==> config.mk <==
export PLATFORM = sky130hd
export DESIGN_NAME = fetch_gshare_stage
export DESIGN_NICKNAME = d
export VERILOG_FILES = /design/src/rtl/fetch_gshare_stage.sv
export SDC_FILE = /design/constraint.sdc
export NUM_CORES = 1
export LEC_CHECK = 0
export CORE_MARGIN = 2
export CORE_UTILIZATION = 39
export CTS_BUF_LIST = sky130_fd_sc_hd__clkbuf_16
export DETAILED_ROUTE_END_ITERATION = 10
export HOLD_SLACK_MARGIN = 0.05
export PLACE_DENSITY_LB_ADDON = 0.2
export SYNTH_ARGS = -nofsm -noshare
export SYNTH_HDL_FRONTEND = slang
export SYNTH_SLANG_ARGS = --single-unit
==> constraint.sdc <==
create_clock -name clk -period 2.23 [get_ports clk]
set_input_delay 0.5575 -clock clk [delete_from_list [all_inputs] [get_ports clk]]
set_output_delay 0.5575 -clock clk [all_outputs]
set_load 0.05 [all_outputs]
==> src/rtl/fetch_gshare_stage.sv <==
// Fetch stage: holds the PC, drives instruction memory, predicts branches with a
// 3-bit gshare predictor and redirects on execute-stage mispredicts.
module fetch_gshare_stage #(
    parameter logic [15:0] RESET_PC      = 16'h0000,
    parameter logic [5:0]  BRANCH_OPCODE = 6'b010000,
    parameter logic [5:0]  JUMP_OPCODE   = 6'b010001
) (
    input  logic        clk,
    input  logic        reset,
    input  logic        Dstall,
    output logic [15:0] imem_addr,
    input  logic [17:0] imem_data,
    output logic [17:0] Finstruction,
    output logic [15:0] Finstruction_increment,
    output logic [15:0] Fpc,
    output logic [2:0]  xorout,
    output logic        Fpredict_taken,
    input  logic        resolve_valid,
    input  logic        resolve_taken,
    input  logic [2:0]  resolve_index,
    input  logic        resolve_mispredict,
    input  logic [15:0] resolve_target,
    output logic        flush_FD
);

    logic [15:0] r_pc;
    logic [2:0]  r_ghr;
    logic [1:0]  r_pht [0:7];

    logic [5:0]  w_opcode;
    logic [15:0] w_target;
    logic [15:0] w_pc_inc;
    logic [2:0]  w_index;
    logic        w_predict;
    logic [15:0] w_next_pc;

    // Two-bit saturating counter step toward the resolved outcome.
    function automatic logic [1:0] sat_update(input logic [1:0] ctr, input logic taken);
        logic [1:0] result;
        if (taken) begin
            result = (ctr == 2'b11) ? 2'b11 : ctr + 2'b01;
        end else begin
            result = (ctr == 2'b00) ? 2'b00 : ctr - 2'b01;
        end
        return result;
    endfunction

    assign w_opcode  = imem_data[17:12];
    assign w_target  = {r_pc[15:12], imem_data[11:0]};
    assign w_pc_inc  = r_pc + 16'd1;
    assign w_index   = r_pc[2:0] ^ r_ghr;
    assign w_predict = (w_opcode == JUMP_OPCODE) |
                       ((w_opcode == BRANCH_OPCODE) & r_pht[w_index][1]);

    assign imem_addr              = r_pc;
    assign Finstruction           = imem_data;
    assign Finstruction_increment = w_pc_inc;
    assign Fpc                    = r_pc;
    assign xorout                 = w_index;
    assign Fpredict_taken         = w_predict;
    assign flush_FD               = resolve_mispredict;

    // Next-PC selection: redirect beats stall, stall beats prediction.
    always_comb begin
        w_next_pc = w_pc_inc;
        if (resolve_mispredict) begin
            w_next_pc = resolve_target;
        end else if (Dstall) begin
            w_next_pc = r_pc;
        end else if (w_predict) begin
            w_next_pc = w_target;
        end else begin
            w_next_pc = w_pc_inc;
        end
    end

    // PC, history and pattern table; history only moves at resolution.
    always_ff @(posedge clk) begin
        if (reset) begin
            r_pc  <= RESET_PC;
            r_ghr <= 3'b000;
            for (int i = 0; i < 8; i++) begin
                r_pht[i] <= 2'b01;
            end
        end else begin
            r_pc <= w_next_pc;
            if (resolve_valid) begin
                r_ghr                <= {r_ghr[1:0], resolve_taken};
                r_pht[resolve_index] <= sat_update(r_pht[resolve_index], resolve_taken);
            end
        end
    end

endmodule

==> impl_results.md <==
* Run status: finished with violations
* Failing checks: negative setup slack
* Wire length of the first global-routing pass at 14,200 um
* Cell at the slowest stage of the critical path: sky130_fd_sc_hd__mux4_2
* Clock network power share at 0.287
* Met3 Use GR at 0.0483
* Number of flops mapped to enable cells by yosys at 16
* Peak Freq at 400 MHz
* Number of buffers and inverters on the critical path at 2
* Number of iterations in the first detailed-routing pass at 5
* Post-route DRC violation count at 0
* Placeable Area at 6720 um^2
* Placed Instance Area at 4440 um^2
* Min cycle time layout at 2.50 ns
* Flip-flop and latch count after synthesis at 35
* Util after Layout at 0.729
* Total routing usage reported by global routing at 0.244
* Smallest setup slack after layout at -0.272 ns
* Mean number of vias per cell at 5.43
* Gate Count Post-Synth at 322
* Mean routed wirelength per cell at 17.5 um
* Proportion of register bits with asynchronous set or reset after synthesis at 0
* CTS hold repair buffers at 0
* Combinational share of power at 0.419
* Total congestion overflow after global routing at 0
* Total number of vias at 2,868
* Final hold violation count at 0
* Worst slew slack as a fraction of its limit at 0.651
* Share of total power in sequential cells at 0.294
* Yosys warning count at 0
* Stage delay of the slowest cell on the critical path at 0.54 ns
* Number of sinks driven by the clock tree at 35
* CTS tree: done
* Total CTS buffers at 5
* Worst setup SP type: register
* Post-detailed-route count of antenna-violating nets at 0
* Reg-to-reg setup timing slack at 0.12 ns
* Horiz. Die Dim at 87.0 um
* Synth Flop Type: sky130_fd_sc_hd__dfxtp_1
* CP top delay family: multiplexers
* Fin area at 4900 um^2
* Syn_area_per_cell at 8.34 um^2
* Number of diodes at 0
* Sw power at 0.939 mW
* HPWL after detailed placement at 6470 um
* Layout overhead on the synthesized area at 82.3%
* Area fraction of the dominant cell type after synthesis at 0.179
* Critical-path maximum fanout at 3
* Peak ir drop on the vdd network at 0.299 mV
* I/O Pins at 114
* Pwr per Cell Area at 515 nW/um^2
* Launch point of the worst reg-to-reg path: Fpc[0]
* Internal power summed over all cells at 1.58 mW
* Min-delay src: r_ghr[2]
* M1 GR Usage at 0.292
* Non-Filler Instances at 528
* Number of failing setup endpoints in the final timing report at 7
* Logic depth of the worst path, buffers included at 6
* Synthesized Nets at 366
* Count of filler cells inserted in the layout at 452
* Sequence of cells on the critical path: xor2_4 -> mux4_2 -> o211ai_1 -> buf_4 -> nor2_4 -> buf_12
* Clock Pin Slew Worst Setup and Hold Paths at 0.06 ns
* Critical path class: register to output port
* Overall power consumption at 2.52 mW
* Grt peak-use layer: met2
* Site Rows at 30
* GRT met2 Usage at 0.418
* Share of layout cells above drive strength 1 at 0.388
* Antenna violations before repair at 0
* Total number of nets in the final design at 491
* DIE HEIGHT at 87.0 um
* Setup tns final at -0.951 ns
* Unrepaired setup endpoints after global routing: yes
* Most frequent cells after synthesis: sky130_fd_sc_hd__nand2_1, sky130_fd_sc_hd__buf_4, sky130_fd_sc_hd__dfxtp_1
* Detailed router's first-iteration violation count at 187
* Place WS at -0.414 ns
* Number of slew-limit violations in the final report at 0
* Max-cap violations at 0
* Total wirelength of the detailed-routed design at 9250 um
* Worst-Skew Late Latency at 0.29 ns
* Worst slack on hold paths at 0.626 ns
* Worst reg2reg path endpoint: Fpc[0]
* Most repeated cell in the gate-level netlist after synthesis: sky130_fd_sc_hd__nand2_1
* Largest cells by area after synthesis: sky130_fd_sc_hd__edfxtp_1, sky130_fd_sc_hd__dfxtp_1, sky130_fd_sc_hd__buf_4
* Deepest level of the CTS H-tree at 2
* Summed instance area of the synthesized netlist at 2690 um^2
* Clk buf depth at 2
* Clock Tree Root: sky130_fd_sc_hd__clkbuf_16
* Maximum number of pins on one net before global-route repair at 34
* Class of the worst hold path: register to register
* Critical Path Source: Fpc[0]
* FF-to-FF path depth at 8
* Slew at the pin closest to its max-slew limit at 0.519 ns
* Number of cells in the design after placement at 502
* Die ar. at 7570 um^2
* Starting density of the core at 0.400
* Post-synthesis cell type with the largest combined area: sky130_fd_sc_hd__edfxtp_1
* Worst clock skew at 0.00663 ns
* Required arrival time at the worst endpoint at 1.67 ns
* Sequential element share of the synthesized area at 0.320
* Switching share of power at 0.373
* Reported leakage power at 1.99 nW
* Number of buffers inserted by port buffering at 113
* Placer congestion estimate at 0.859
* Worst path arrival time at 1.94 ns
* Final period utilization at 1.12
* Vias in the first global route at 2,860
* Capturing element of the worst setup path: Fpredict_taken
* Setup crit end kind: output port
* Number of distinct library cells after synthesis at 41
-- repair_timing --
item	4_1_cts	5_1_grt
pin swaps	15	8
resized for setup	31	6
buffers inserted	18	2
setup endpoints to repair	24	16
-- cell type report --
cell class | count | area (um^2) | area share
flip-flops and latches | 35 | 900 | 0.184
clock buffers | 5 | 125 | 0.0255
well taps | 80 | 100 | 0.0204
clock inverters | 3 | 23.8 | 0.00485
inverters | 8 | 30.0 | 0.00613
multi-input cells | 221 | 1760 | 0.359
repair buffers | 176 | 1960 | 0.400
-- per-layer routing --
layer	routed length (um)	up-vias
met3	642	21
met4	206	0
met1	3690	1346
met5	0	-
li1	-	1365
met2	4710	136
-- tightest hold or removal path: stages (launching register included) --
cell and delay, ns:
sky130_fd_sc_hd__dfxtp_1 0.34, sky130_fd_sc_hd__mux2i_1 0.17, sky130_fd_sc_hd__nor2_1 0.07
-- power by group through the flow --
stage          registers [mW]  logic [mW]  clock network [mW]
4_1_cts                 0.739        1.05               0.730
3_3_place_gp            0.758       0.984                   0
2_1_floorplan           0.826       0.522                   0
6_report                0.741        1.06               0.724
5_1_grt                 0.744        1.10               0.756
3_5_place_dp            0.759       0.995                   0
-- state kept, by name (all words and copies together), names as in the netlist --
name,cells
Fpc,16
r_pht,16
r_ghr,3
-- worst min-delay path by stage --
stage	end	cells after the start
after floorplan	r_ghr[2]	2
after global placement	r_ghr[2]	2
after detailed placement	r_ghr[2]	2
after CTS	r_ghr[2]	2
after global routing	r_ghr[2]	2
final	r_ghr[2]	2
-- kinds of logic (layout without fill, tap and decap cells) --
family                     count (synthesis)  in the layout  synth area share
buffers and inverters                     66            192             0.147
adders and majority gates                  4              4            0.0158
DFF                                       35             35             0.320
xor gates and xnor gates                  21             21            0.0713
and+or+nand+nor                          124            124             0.225
AOI/OAI and AO/OA                         63             63             0.159
muxes                                      9              9            0.0615
-- cells in the final DEF, fill, tap and decap left out, types with 4 or more instances in the layout --
cell type / instances
sky130_fd_sc_hd__dfxtp_2: 4
sky130_fd_sc_hd__dfxtp_1: 6
sky130_fd_sc_hd__edfxtp_1: 16
sky130_fd_sc_hd__nor2_1: 16
sky130_fd_sc_hd__nor2b_1: 4
sky130_fd_sc_hd__nand2_1: 38
sky130_fd_sc_hd__xor2_1: 5
sky130_fd_sc_hd__nand4_1: 7
sky130_fd_sc_hd__nand3_1: 13
sky130_fd_sc_hd__xnor2_4: 5
sky130_fd_sc_hd__buf_6: 4
sky130_fd_sc_hd__clkbuf_16: 5
sky130_fd_sc_hd__a21o_1: 9
sky130_fd_sc_hd__clkdlybuf4s50_1: 62
sky130_fd_sc_hd__a31o_2: 4
sky130_fd_sc_hd__inv_1: 8
sky130_fd_sc_hd__nor3_1: 11
sky130_fd_sc_hd__mux4_2: 6
sky130_fd_sc_hd__a21oi_1: 11
sky130_fd_sc_hd__a311oi_1: 4
sky130_fd_sc_hd__o31ai_1: 9
sky130_fd_sc_hd__buf_12: 37
sky130_fd_sc_hd__nand2b_1: 16
sky130_fd_sc_hd__o21ai_0: 14
sky130_fd_sc_hd__buf_4: 69
sky130_fd_sc_hd__dfxtp_4: 9
sky130_fd_sc_hd__xnor2_2: 5
sky130_fd_sc_hd__dlygate4sd2_1: 4
No activity file was read; power rests on OpenSTA's default activity.
